[config.mk]
export PLATFORM = sky130hd
export DESIGN_NAME = mem_port_arbiter_flat
export DESIGN_NICKNAME = d
export VERILOG_FILES = /design/src/rtl/mem_port_arbiter_pkg.sv /design/src/rtl/mem_port_arbiter_if.sv /design/src/rtl/mem_port_arbiter_lat_counter.sv /design/src/rtl/mem_port_arbiter.sv /design/src/flat_wrapper.sv
export SDC_FILE = /design/constraint.sdc
export NUM_CORES = 1
export LEC_CHECK = 0
export ABC_CLOCK_PERIOD_IN_PS = 2100
export BUFFER_PORTS_ARGS = -buffer_cell sky130_fd_sc_hd__buf_2
export CELL_PAD_IN_SITES_DETAIL_PLACEMENT = 0
export CELL_PAD_IN_SITES_GLOBAL_PLACEMENT = 1
export CORE_MARGIN = 5
export CORE_UTILIZATION = 33
export DETAILED_ROUTE_END_ITERATION = 10
export PLACE_DENSITY_LB_ADDON = 0.2
export REMOVE_ABC_BUFFERS = 1
export SLEW_MARGIN = 25
export SYNTH_ARGS = -nofsm -noshare
export SYNTH_HDL_FRONTEND = slang
export SYNTH_SLANG_ARGS = --single-unit
[constraint.sdc]
create_clock -name clk_i -period 2.1 [get_ports clk_i]
set_input_delay 0.63 -clock clk_i [delete_from_list [all_inputs] [get_ports clk_i]]
set_output_delay 0.63 -clock clk_i [all_outputs]
set_load 0.1 [all_outputs]
[src/rtl/mem_port_arbiter_pkg.sv]
// Shared types for mem_port_arbiter: FSM state and grant encodings, latency default,
// and the grant-selection helper used by the arbiter.
package mem_arb_pkg;

    typedef enum logic [1:0] {
        IDLE  = 2'd0,
        ISSUE = 2'd1,
        WAIT  = 2'd2,
        ACK   = 2'd3
    } state_e;

    typedef enum logic {
        GNT_IF = 1'b0,
        GNT_D  = 1'b1
    } gnt_e;

    localparam int MEM_LAT_DEF = 2;
    localparam int CNT_W       = 4;

    // Data wins by default because it belongs to the older instruction; with
    // round-robin enabled, a tie goes to whoever was not granted last.
    function automatic gnt_e arb_pick(input logic d_req,
                                      input logic if_req,
                                      input logic rr_en,
                                      input gnt_e last);
        if (rr_en && d_req && if_req) begin
            return (last == GNT_D) ? GNT_IF : GNT_D;
        end
        return d_req ? GNT_D : GNT_IF;
    endfunction

endpackage

[src/rtl/mem_port_arbiter_if.sv]
// Pipeline/memory side bundle of mem_port_arbiter; the arbiter takes the slave view,
// the surrounding pipeline and memory model take the master view.
interface mem_port_arbiter_if #(
    parameter int ADDR_W = 32,
    parameter int DATA_W = 32
);

    logic              if_req_i;
    logic [ADDR_W-1:0] if_addr_i;
    logic [DATA_W-1:0] if_rdata_o;
    logic              if_ack_o;

    logic              d_rd_i;
    logic              d_wr_i;
    logic [ADDR_W-1:0] d_addr_i;
    logic [DATA_W-1:0] d_wdata_i;
    logic [DATA_W-1:0] d_rdata_o;
    logic              d_ack_o;

    logic              mem_en_o;
    logic              mem_we_o;
    logic [ADDR_W-1:0] mem_addr_o;
    logic [DATA_W-1:0] mem_wdata_o;
    logic [DATA_W-1:0] mem_rdata_i;

    logic              stall_o;
    logic              proto_err_o;

    modport master (
        output if_req_i, if_addr_i,
        output d_rd_i, d_wr_i, d_addr_i, d_wdata_i,
        output mem_rdata_i,
        input  if_rdata_o, if_ack_o,
        input  d_rdata_o, d_ack_o,
        input  mem_en_o, mem_we_o, mem_addr_o, mem_wdata_o,
        input  stall_o, proto_err_o
    );

    modport slave (
        input  if_req_i, if_addr_i,
        input  d_rd_i, d_wr_i, d_addr_i, d_wdata_i,
        input  mem_rdata_i,
        output if_rdata_o, if_ack_o,
        output d_rdata_o, d_ack_o,
        output mem_en_o, mem_we_o, mem_addr_o, mem_wdata_o,
        output stall_o, proto_err_o
    );

endinterface

[src/rtl/mem_port_arbiter_lat_counter.sv]
// mem_lat_counter: loadable down-counter that times the fixed memory latency;
// it saturates at zero and flags when it is there.
module mem_lat_counter
    import mem_arb_pkg::*;
#(
    parameter int W = CNT_W
) (
    input  logic         clk_i,
    input  logic         rst_i,
    input  logic         load,
    input  logic [W-1:0] load_val,
    input  logic         dec,
    output logic         zero
);

    logic [W-1:0] count_q;

    always_ff @(posedge clk_i or negedge rst_i) begin
        if (!rst_i) begin
            count_q <= '0;
        end else if (load) begin
            count_q <= load_val;
        end else if (dec && (count_q != '0)) begin
            count_q <= count_q - 1'b1;
        end
    end

    assign zero = (count_q == '0);

endmodule

[src/rtl/mem_port_arbiter.sv]
// mem_port_arbiter: shares one single-port memory between instruction fetch and load/store.
// Define MEM_ARB_RR_EN to replace fixed data-first priority with round-robin grant.
module mem_port_arbiter
    import mem_arb_pkg::*;
#(
    parameter int ADDR_W  = 32,
    parameter int DATA_W  = 32,
    parameter int MEM_LAT = MEM_LAT_DEF
) (
    input  logic              clk_i,
    input  logic              rst_i,
    mem_port_arbiter_if.slave bus
);

    state_e            state_q;
    state_e            state_d;
    gnt_e              gnt_q;
    gnt_e              gnt_pick;
    gnt_e              last_gnt;
    logic              we_q;
    logic [ADDR_W-1:0] addr_q;
    logic [DATA_W-1:0] wdata_q;
    logic [DATA_W-1:0] data_q;
    logic              err_q;

    logic              d_req;
    logic              any_req;
    logic              grant;
    logic              pick_wr;
    logic              cnt_load;
    logic              cnt_dec;
    logic              cnt_zero;
    logic              capture;
    logic              if_ack;
    logic              d_ack;

    // Both strobes high together is a protocol error and is served as a write.
    assign d_req   = bus.d_rd_i | bus.d_wr_i;
    assign any_req = d_req | bus.if_req_i;
    assign grant   = (state_q == IDLE) && any_req;
    assign pick_wr = (gnt_pick == GNT_D) && bus.d_wr_i;

`ifdef MEM_ARB_RR_EN
    localparam logic RR_EN = 1'b1;
    gnt_e last_q;

    // Starts at "data" so the first contested grant after reset goes to fetch.
    always_ff @(posedge clk_i or negedge rst_i) begin
        if (!rst_i) begin
            last_q <= GNT_D;
        end else if (grant) begin
            last_q <= gnt_pick;
        end
    end

    assign last_gnt = last_q;
`else
    localparam logic RR_EN = 1'b0;
    assign last_gnt = GNT_D;
`endif

    assign gnt_pick = arb_pick(d_req, bus.if_req_i, RR_EN, last_gnt);

    mem_lat_counter #(
        .W (CNT_W)
    ) u_lat (
        .clk_i    (clk_i),
        .rst_i    (rst_i),
        .load     (cnt_load),
        .load_val (CNT_W'(MEM_LAT)),
        .dec      (cnt_dec),
        .zero     (cnt_zero)
    );

    // NOTE: sequential state uses non-blocking assignments so every flop sees pre-edge values.
    always_ff @(posedge clk_i or negedge rst_i) begin
        if (!rst_i) begin
            state_q <= IDLE;
        end else begin
            state_q <= state_d;
        end
    end

    // NOTE: every output of this block gets a default first, so no path can infer a latch.
    always_comb begin
        state_d  = state_q;
        cnt_load = 1'b0;
        cnt_dec  = 1'b0;
        capture  = 1'b0;
        case (state_q)
            IDLE: begin
                if (any_req) begin
                    state_d  = ISSUE;
                    cnt_load = 1'b1;
                end
            end
            ISSUE: begin
                state_d = WAIT;
                cnt_dec = 1'b1;
            end
            WAIT: begin
                // Zero here means MEM_LAT cycles have elapsed since the strobe.
                if (cnt_zero) begin
                    state_d = ACK;
                    capture = 1'b1;
                end else begin
                    cnt_dec = 1'b1;
                end
            end
            ACK: begin
                state_d = IDLE;
            end
            default: begin
                state_d = IDLE;
            end
        endcase
    end

    // Request address/data are taken only at the grant edge; requesters may change them later.
    always_ff @(posedge clk_i or negedge rst_i) begin
        if (!rst_i) begin
            gnt_q   <= GNT_IF;
            we_q    <= 1'b0;
            addr_q  <= '0;
            wdata_q <= '0;
            data_q  <= '0;
            err_q   <= 1'b0;
        end else begin
            if (grant) begin
                gnt_q   <= gnt_pick;
                we_q    <= pick_wr;
                addr_q  <= (gnt_pick == GNT_D) ? bus.d_addr_i : bus.if_addr_i;
                wdata_q <= pick_wr ? bus.d_wdata_i : '0;
            end
            if (capture) begin
                data_q <= bus.mem_rdata_i;
            end
            if (bus.d_rd_i && bus.d_wr_i) begin
                err_q <= 1'b1;
            end
        end
    end

    assign if_ack = (state_q == ACK) && (gnt_q == GNT_IF);
    assign d_ack  = (state_q == ACK) && (gnt_q == GNT_D);

    assign bus.mem_en_o    = (state_q == ISSUE);
    assign bus.mem_we_o    = (state_q == ISSUE) && we_q;
    assign bus.mem_addr_o  = addr_q;
    assign bus.mem_wdata_o = wdata_q;

    assign bus.if_ack_o    = if_ack;
    assign bus.d_ack_o     = d_ack;
    assign bus.if_rdata_o  = if_ack ? data_q : '0;
    assign bus.d_rdata_o   = (d_ack && !we_q) ? data_q : '0;
    assign bus.proto_err_o = err_q;

    // Stall holds while any live request is not being acknowledged this cycle.
    assign bus.stall_o = rst_i && ((bus.if_req_i && !if_ack) || (d_req && !d_ack));

endmodule

[src/flat_wrapper.sv]
// flat-port wrapper written by rule: the top's interface ports become plain ports
module mem_port_arbiter_flat import mem_arb_pkg::*;
#(
    parameter int ADDR_W  = 32,
    parameter int DATA_W  = 32,
    parameter int MEM_LAT = MEM_LAT_DEF
)
  (clk_i, rst_i, bus_if_req_i, bus_if_addr_i, bus_d_rd_i, bus_d_wr_i, bus_d_addr_i, bus_d_wdata_i, bus_mem_rdata_i, bus_if_rdata_o, bus_if_ack_o, bus_d_rdata_o, bus_d_ack_o, bus_mem_en_o, bus_mem_we_o, bus_mem_addr_o, bus_mem_wdata_o, bus_stall_o, bus_proto_err_o);
  mem_port_arbiter_if #(.ADDR_W(ADDR_W), .DATA_W(DATA_W)) bus_i ();
  input  logic clk_i;
  input  logic rst_i;
  input wire logic [$bits(bus_i.if_req_i)-1:0] bus_if_req_i;
  input wire logic [$bits(bus_i.if_addr_i)-1:0] bus_if_addr_i;
  input wire logic [$bits(bus_i.d_rd_i)-1:0] bus_d_rd_i;
  input wire logic [$bits(bus_i.d_wr_i)-1:0] bus_d_wr_i;
  input wire logic [$bits(bus_i.d_addr_i)-1:0] bus_d_addr_i;
  input wire logic [$bits(bus_i.d_wdata_i)-1:0] bus_d_wdata_i;
  input wire logic [$bits(bus_i.mem_rdata_i)-1:0] bus_mem_rdata_i;
  output wire logic [$bits(bus_i.if_rdata_o)-1:0] bus_if_rdata_o;
  output wire logic [$bits(bus_i.if_ack_o)-1:0] bus_if_ack_o;
  output wire logic [$bits(bus_i.d_rdata_o)-1:0] bus_d_rdata_o;
  output wire logic [$bits(bus_i.d_ack_o)-1:0] bus_d_ack_o;
  output wire logic [$bits(bus_i.mem_en_o)-1:0] bus_mem_en_o;
  output wire logic [$bits(bus_i.mem_we_o)-1:0] bus_mem_we_o;
  output wire logic [$bits(bus_i.mem_addr_o)-1:0] bus_mem_addr_o;
  output wire logic [$bits(bus_i.mem_wdata_o)-1:0] bus_mem_wdata_o;
  output wire logic [$bits(bus_i.stall_o)-1:0] bus_stall_o;
  output wire logic [$bits(bus_i.proto_err_o)-1:0] bus_proto_err_o;
  assign bus_i.if_req_i = bus_if_req_i;
  assign bus_i.if_addr_i = bus_if_addr_i;
  assign bus_i.d_rd_i = bus_d_rd_i;
  assign bus_i.d_wr_i = bus_d_wr_i;
  assign bus_i.d_addr_i = bus_d_addr_i;
  assign bus_i.d_wdata_i = bus_d_wdata_i;
  assign bus_i.mem_rdata_i = bus_mem_rdata_i;
  assign bus_if_rdata_o = bus_i.if_rdata_o;
  assign bus_if_ack_o = bus_i.if_ack_o;
  assign bus_d_rdata_o = bus_i.d_rdata_o;
  assign bus_d_ack_o = bus_i.d_ack_o;
  assign bus_mem_en_o = bus_i.mem_en_o;
  assign bus_mem_we_o = bus_i.mem_we_o;
  assign bus_mem_addr_o = bus_i.mem_addr_o;
  assign bus_mem_wdata_o = bus_i.mem_wdata_o;
  assign bus_stall_o = bus_i.stall_o;
  assign bus_proto_err_o = bus_i.proto_err_o;
  mem_port_arbiter #(.ADDR_W(ADDR_W), .DATA_W(DATA_W), .MEM_LAT(MEM_LAT)) u_core (.clk_i(clk_i), .rst_i(rst_i), .bus(bus_i));
endmodule
# [Word level (Yosys, flattened, before mapping)]
# Index checks and enable logic that the tools add are counted.
[totals] regBits=105 latch_bits=0 mem_bits_rw=0 rom_bits=0 input_bits=133 out_inout_bits=134 word_cells=53 n_memories=0
[op_classes] add_sub_neg=1 n_mul=0 div=0 magnitude_cmp=0 n_eq_ne=5 shifts=0 n_mux=16 bitwise_logic=3 n_reduce_logical=20
[op_table] cell="two-way mux 32 bit" n=4
[op_table] cell="logical AND 1 bit" n=11
[op_table] cell="two-way mux 4 bit" n=2
[op_table] cell="case mux 2 bit (4 select lines)" n=1
[op_table] cell="two-way mux 1 bit" n=6
[op_table] cell="== test 2 bit (second input constant)" n=2
[op_table] cell="zero test 4 bit" n=1
[op_table] cell="two-way mux 2 bit" n=2
[op_table] cell="!= test 2 x 1 -> 1 bit (second input constant)" n=2
[op_table] cell="nonzero test 4 bit" n=1
[op_table] cell="subtractor 4 x 1 -> 4 bit (second input constant)" n=1
[op_table] cell="zero test 1 bit" n=3
[op_table] cell="== test 2 x 1 -> 1 bit (second input constant)" n=1
[op_table] cell="zero test 2 bit" n=1
[op_table] cell="OR 1 bit" n=2
[op_table] cell="case mux 1 bit (2 select lines)" n=1
[op_table] cell="AND reduction 2 bit" n=1
[op_table] cell="nonzero test 2 bit" n=1
[op_table] cell="logical OR 1 bit" n=1
[op_table] cell="inverter 1 bit" n=1

# [Longest topological paths before layout]
[depth] depth_word=6 depth_mapped=7 mapped_depth_nobuf=5

# [Modules after synthesis]
# Synthesis repeated with hierarchy kept, for this count alone.
[unflattened] cells_unflattened=479 hier_area_um2=4938.5
[modules_own_cells] module="mem_port_arbiter" n_inst=1 cells_per_inst=452 area_per_inst_um2=4668.2 seq_area_each_um2=2527.4
[modules_own_cells] module="mem_lat_counter" n_inst=1 cells_per_inst=27 area_per_inst_um2=270.3 seq_area_each_um2=100.1

# [Worst setup path after synthesis]
# OpenSTA, ideal clock, no wires.
[synth_path] path_kind="input port to output port" from="input port bus_d_wr_i" to="output port bus_stall_o" arrival_ns=3.154 required_ns=1.470 setup_slack_ns=-1.684 path_stages=4 n_path_buf=1 path_cell_list="buf_2 or2_2 nand2_1 a21boi_0"
[synth_between] elab_chain_len=4
[synth_lines] element="start: declaration" line_no="flat_wrapper.sv:15" rtl="input wire logic [$bits(bus_i.d_wr_i)-1:0] bus_d_wr_i;"
[synth_lines] element="OR 1 bit" line_no="mem_port_arbiter.sv:38" rtl="assign d_req = bus.d_rd_i | bus.d_wr_i;"
[synth_lines] element="logical AND 1 bit" line_no="mem_port_arbiter.sv:159" rtl="assign bus.stall_o = rst_i && ((bus.if_req_i && !if_ack) || (d_req && !d_ack));"
[synth_lines] element="logical OR 1 bit" line_no="mem_port_arbiter.sv:159"
[synth_lines] element="logical AND 1 bit" line_no="mem_port_arbiter.sv:159"
[synth_lines] element="end: declaration" line_no="flat_wrapper.sv:27" rtl="output wire logic [$bits(bus_i.stall_o)-1:0] bus_stall_o;"
# Every way passes these cells.

# [Worst setup path in the final report]
[layout_path] from="register u_core.state_q[0]" to="output port bus_d_rdata_o[3]"
[layout_between] elab_chain_len=4
[layout_lines] element="start: declaration" line_no="mem_port_arbiter.sv:15" rtl="state_e state_q;"
[layout_lines] element="start signal: assignment" line_no="mem_port_arbiter.sv:80" rtl="state_q <= state_d;"
[layout_lines] element="== test 2 bit" line_no="mem_port_arbiter.sv:145" rtl="assign d_ack = (state_q == ACK) && (gnt_q == GNT_D);"
[layout_lines] element="logical AND 1 bit" line_no="mem_port_arbiter.sv:145"
[layout_lines] element="logical AND 1 bit" line_no="mem_port_arbiter.sv:155" rtl="assign bus.d_rdata_o = (d_ack && !we_q) ? data_q : '0;"
[layout_lines] element="two-way mux 32 bit" line_no="mem_port_arbiter.sv:155"
[layout_lines] element="end: declaration" line_no="flat_wrapper.sv:21" rtl="output wire logic [$bits(bus_i.d_rdata_o)-1:0] bus_d_rdata_o;"
# Every way passes these cells.

==> impl_metrics.json <==
{
  "met2_length_mm": 6.99,
  "nNetsFinal": 876,
  "grt_pass1_vias": 4352,
  "worstPathCellList": "ha_4, nand2_4, nor2_4, buf_12, and2_1, buf_12",
  "drt_iter0_drc": 188,
  "start_util_pct": 33.5,
  "crit_arrival_ps": 1730,
  "outcome": "finished, violations left",
  "die_w_um": 134,
  "required_ps": 1470,
  "yosys-top-cells-area": "dfrtp_1 (52%), mux2_4 (8.9%), and2_1 (8.0%)",
  "r2r_slack_ps": 150,
  "worstSetupPathType": "reg2out",
  "post-route-drc-count": 0,
  "start_kind": "flop",
  "portBuffers": 266,
  "tightestPinTransition_ps": 617,
  "antenna_left": 0,
  "cts_buffers": 9,
  "top_layer": "met4",
  "synth.distinct_cells": 33,
  "clock-skew-final_ps": 7.89,
  "overflow": 0,
  "globalplace.congestion": 0.764,
  "coreArea_um2": 15100,
  "setup_violations": 68,
  "grt_pass1_wl_mm": 22.9,
  "cp.buffers_inverters": 2,
  "drive_above_1_share_pct": 53.2,
  "grt_max_degree": 106,
  "syn_area_um2": 5060,
  "timing.final.crit_share_pct": 112,
  "vias": 4284,
  "r2r_cells": 7,
  "wl_met1_mm": 6.42,
  "hold_viol": 0,
  "rsz0062_at_grt": "yes",
  "synth-seq-cells": 105,
  "tritoncts": "yes",
  "syn_to_final_growth_pct": 61.3,
  "cts_max_path_buffers": 2,
  "regArea_um2": 2630,
  "r2r_start": "u_core.state_q[0]",
  "syn_avg_cell_area_um2": 10.7,
  "detail_route.vias_per_cell": 4.61,
  "final_max_slew_viol_count": 0,
  "violations": "negative setup slack",
  "synth-seq-area-share_pct": 52.0,
  "max_freq_mhz": 424,
  "cts_root_buf": "clkbuf_16",
  "min_period_ps": 2360,
  "dieArea_um2": 17900,
  "diodes": 0,
  "fillCellCount": 1375,
  "cts_sinks": 105,
  "die_h_um": 134,
  "crit_slowest_cell": "dfrtp_1",
  "synth_warnings": 0,
  "synth_top_area_cell": "dfrtp_1",
  "hold_path_class": "in2async",
  "h-tree-depth": 3,
  "maxCapViolations": 0,
  "cp_common_cell": "buf_12",
  "drtPass1Iterations": 4,
  "clk_pin_slew_ps": 70,
  "post_drt_wl_per_cell_um": 15.8,
  "end_kind": "output pin",
  "fin_ws_ps": -259,
  "cts_hold_buf": 0,
  "syn_inst": 474,
  "wirelength_mm": 14.7,
  "critical_path.top_delay_family": "simple AND/OR/NAND/NOR gates",
  "grt.total_usage_pct": 15.8,
  "num_rows": 45,
  "maxSlewHeadroom_pct": 58.4,
  "num_io_pins": 267,
  "dp_hpwl_mm": 10.9,
  "synth_top_area_share_pct": 52.0,
  "clk_latency_ps": 340,
  "multi_input_area_um2": 2380,
  "path_max_fanout": 16,
  "antenna_found_initial": 0,
  "met3WireLength_mm": 1.08,
  "finalSetupTns_ps": -13480,
  "slowest_delay_ps": 410,
  "rr_endpoint": "u_core.u_lat.count_q[0]"
}
cells in the final DEF (no fill, tap or decap), types with 11 or more instances in the layout:
cell and count:
nand3_1 32, and2_1 15, nand2_1 101, buf_2 196, buf_12 75, dfrtp_1 105, mux2i_1 33, and2_4 51
buf_4 11, mux2_4 30, o21ai_0 29
per-stage QoR:
stage          worst slack, ps  util [%]  std cells  hold slack, ps  cell area, µm²
2_1_floorplan            -4740         -        442             334            4850
3_3_place_gp             -41.1      50.6        909             437            7630
3_5_place_dp             -23.7      50.6        909             443            7630
4_1_cts                   -218      52.6        925             427            7940
5_1_grt                   -344      54.0        930             441            8150
6_report                  -259      54.0        930             391            8150
cell families (layout without fill, tap and decap cells):
family | Yosys count | count (layout) | share of synthesized area [%]
multiplexers | 66 | 66 | 16.1
flip-flops | 105 | 105 | 52.0
AND/OR/NAND/NOR | 213 | 213 | 20.9
buffers and inverters | 39 | 307 | 4.65
AO/OA/AOI/OAI | 45 | 45 | 4.90
adder cells (fa/ha/maj) | 6 | 6 | 1.48
registers in the layout (all words and copies together) (netlist names):
name,cells
u_core.state_q,2
u_core.bus.proto_err_o,1
u_core.gnt_q,1
u_core.bus.mem_wdata_o,32
u_core.u_lat.count_q,4
u_core.data_q,32
u_core.bus.mem_addr_o,32
u_core.we_q,1
Yosys cell counts:
cell,count
a21o_1,1
nand2b_1,2
dfrtp_1,105
mux2i_1,33
nor3_1,2
nor3b_4,1
nand2_1,102
or2_2,1
nor2_1,1
buf_2,10
and2_4,1
mux2_4,30
o21ai_1,7
ha_1,6
o31ai_1,1
nand3_1,32
and2_1,65
o22a_1,1
nor2b_1,2
a21boi_0,1
a22o_1,1
buf_4,3
or4_1,1
a21oi_1,2
mux2_2,3
inv_1,7
or3_2,2
a2bb2oi_1,1
o311ai_0,1
nor2_4,1
o21ai_0,29
clkbuf_1,15
buf_12,4
layout make-up:
class	count	share of cell area, %
well taps	188	2.88
clock inverters	5	0.460
repair buffers	284	31.9
clock buffers	11	2.98
flip-flops and latches	105	32.2
multi-input cells	330	29.2
inverters	7	0.322
layer usage:
layer  global-route usage [%]  vias to the layer above
li1                         -                     2093
met1                     19.7                     2006
met2                     25.9                      168
met3                     5.03                       17
met4                     5.71                        0
met5                        0                        -
worst max-delay path by stage:
stage	startpoint	cells after the start	end
floorplan	bus_d_wr_i	2	u_core.u_lat.count_q[1]
global placement	bus_d_wr_i	5	bus_stall_o
detailed placement	bus_d_wr_i	5	bus_stall_o
CTS	u_core.state_q[0]	6	bus_d_rdata_o[18]
global route	u_core.state_q[0]	6	bus_d_rdata_o[18]
finish	u_core.state_q[0]	6	bus_d_rdata_o[3]
what timing repair did:
| action | in CTS | in global routing |
|---|---|---|
| gates resized for setup | 11 | 53 |
| pin swaps | 1 | 29 |
| setup buffers | 0 | 3 |
| gates cloned | 0 | 2 |
| setup endpoints to repair | 67 | 67 |
Power is left out: the tool's default activity adds up to more than one toggle a clock period on the data nets, which glitch-free logic cannot reach.
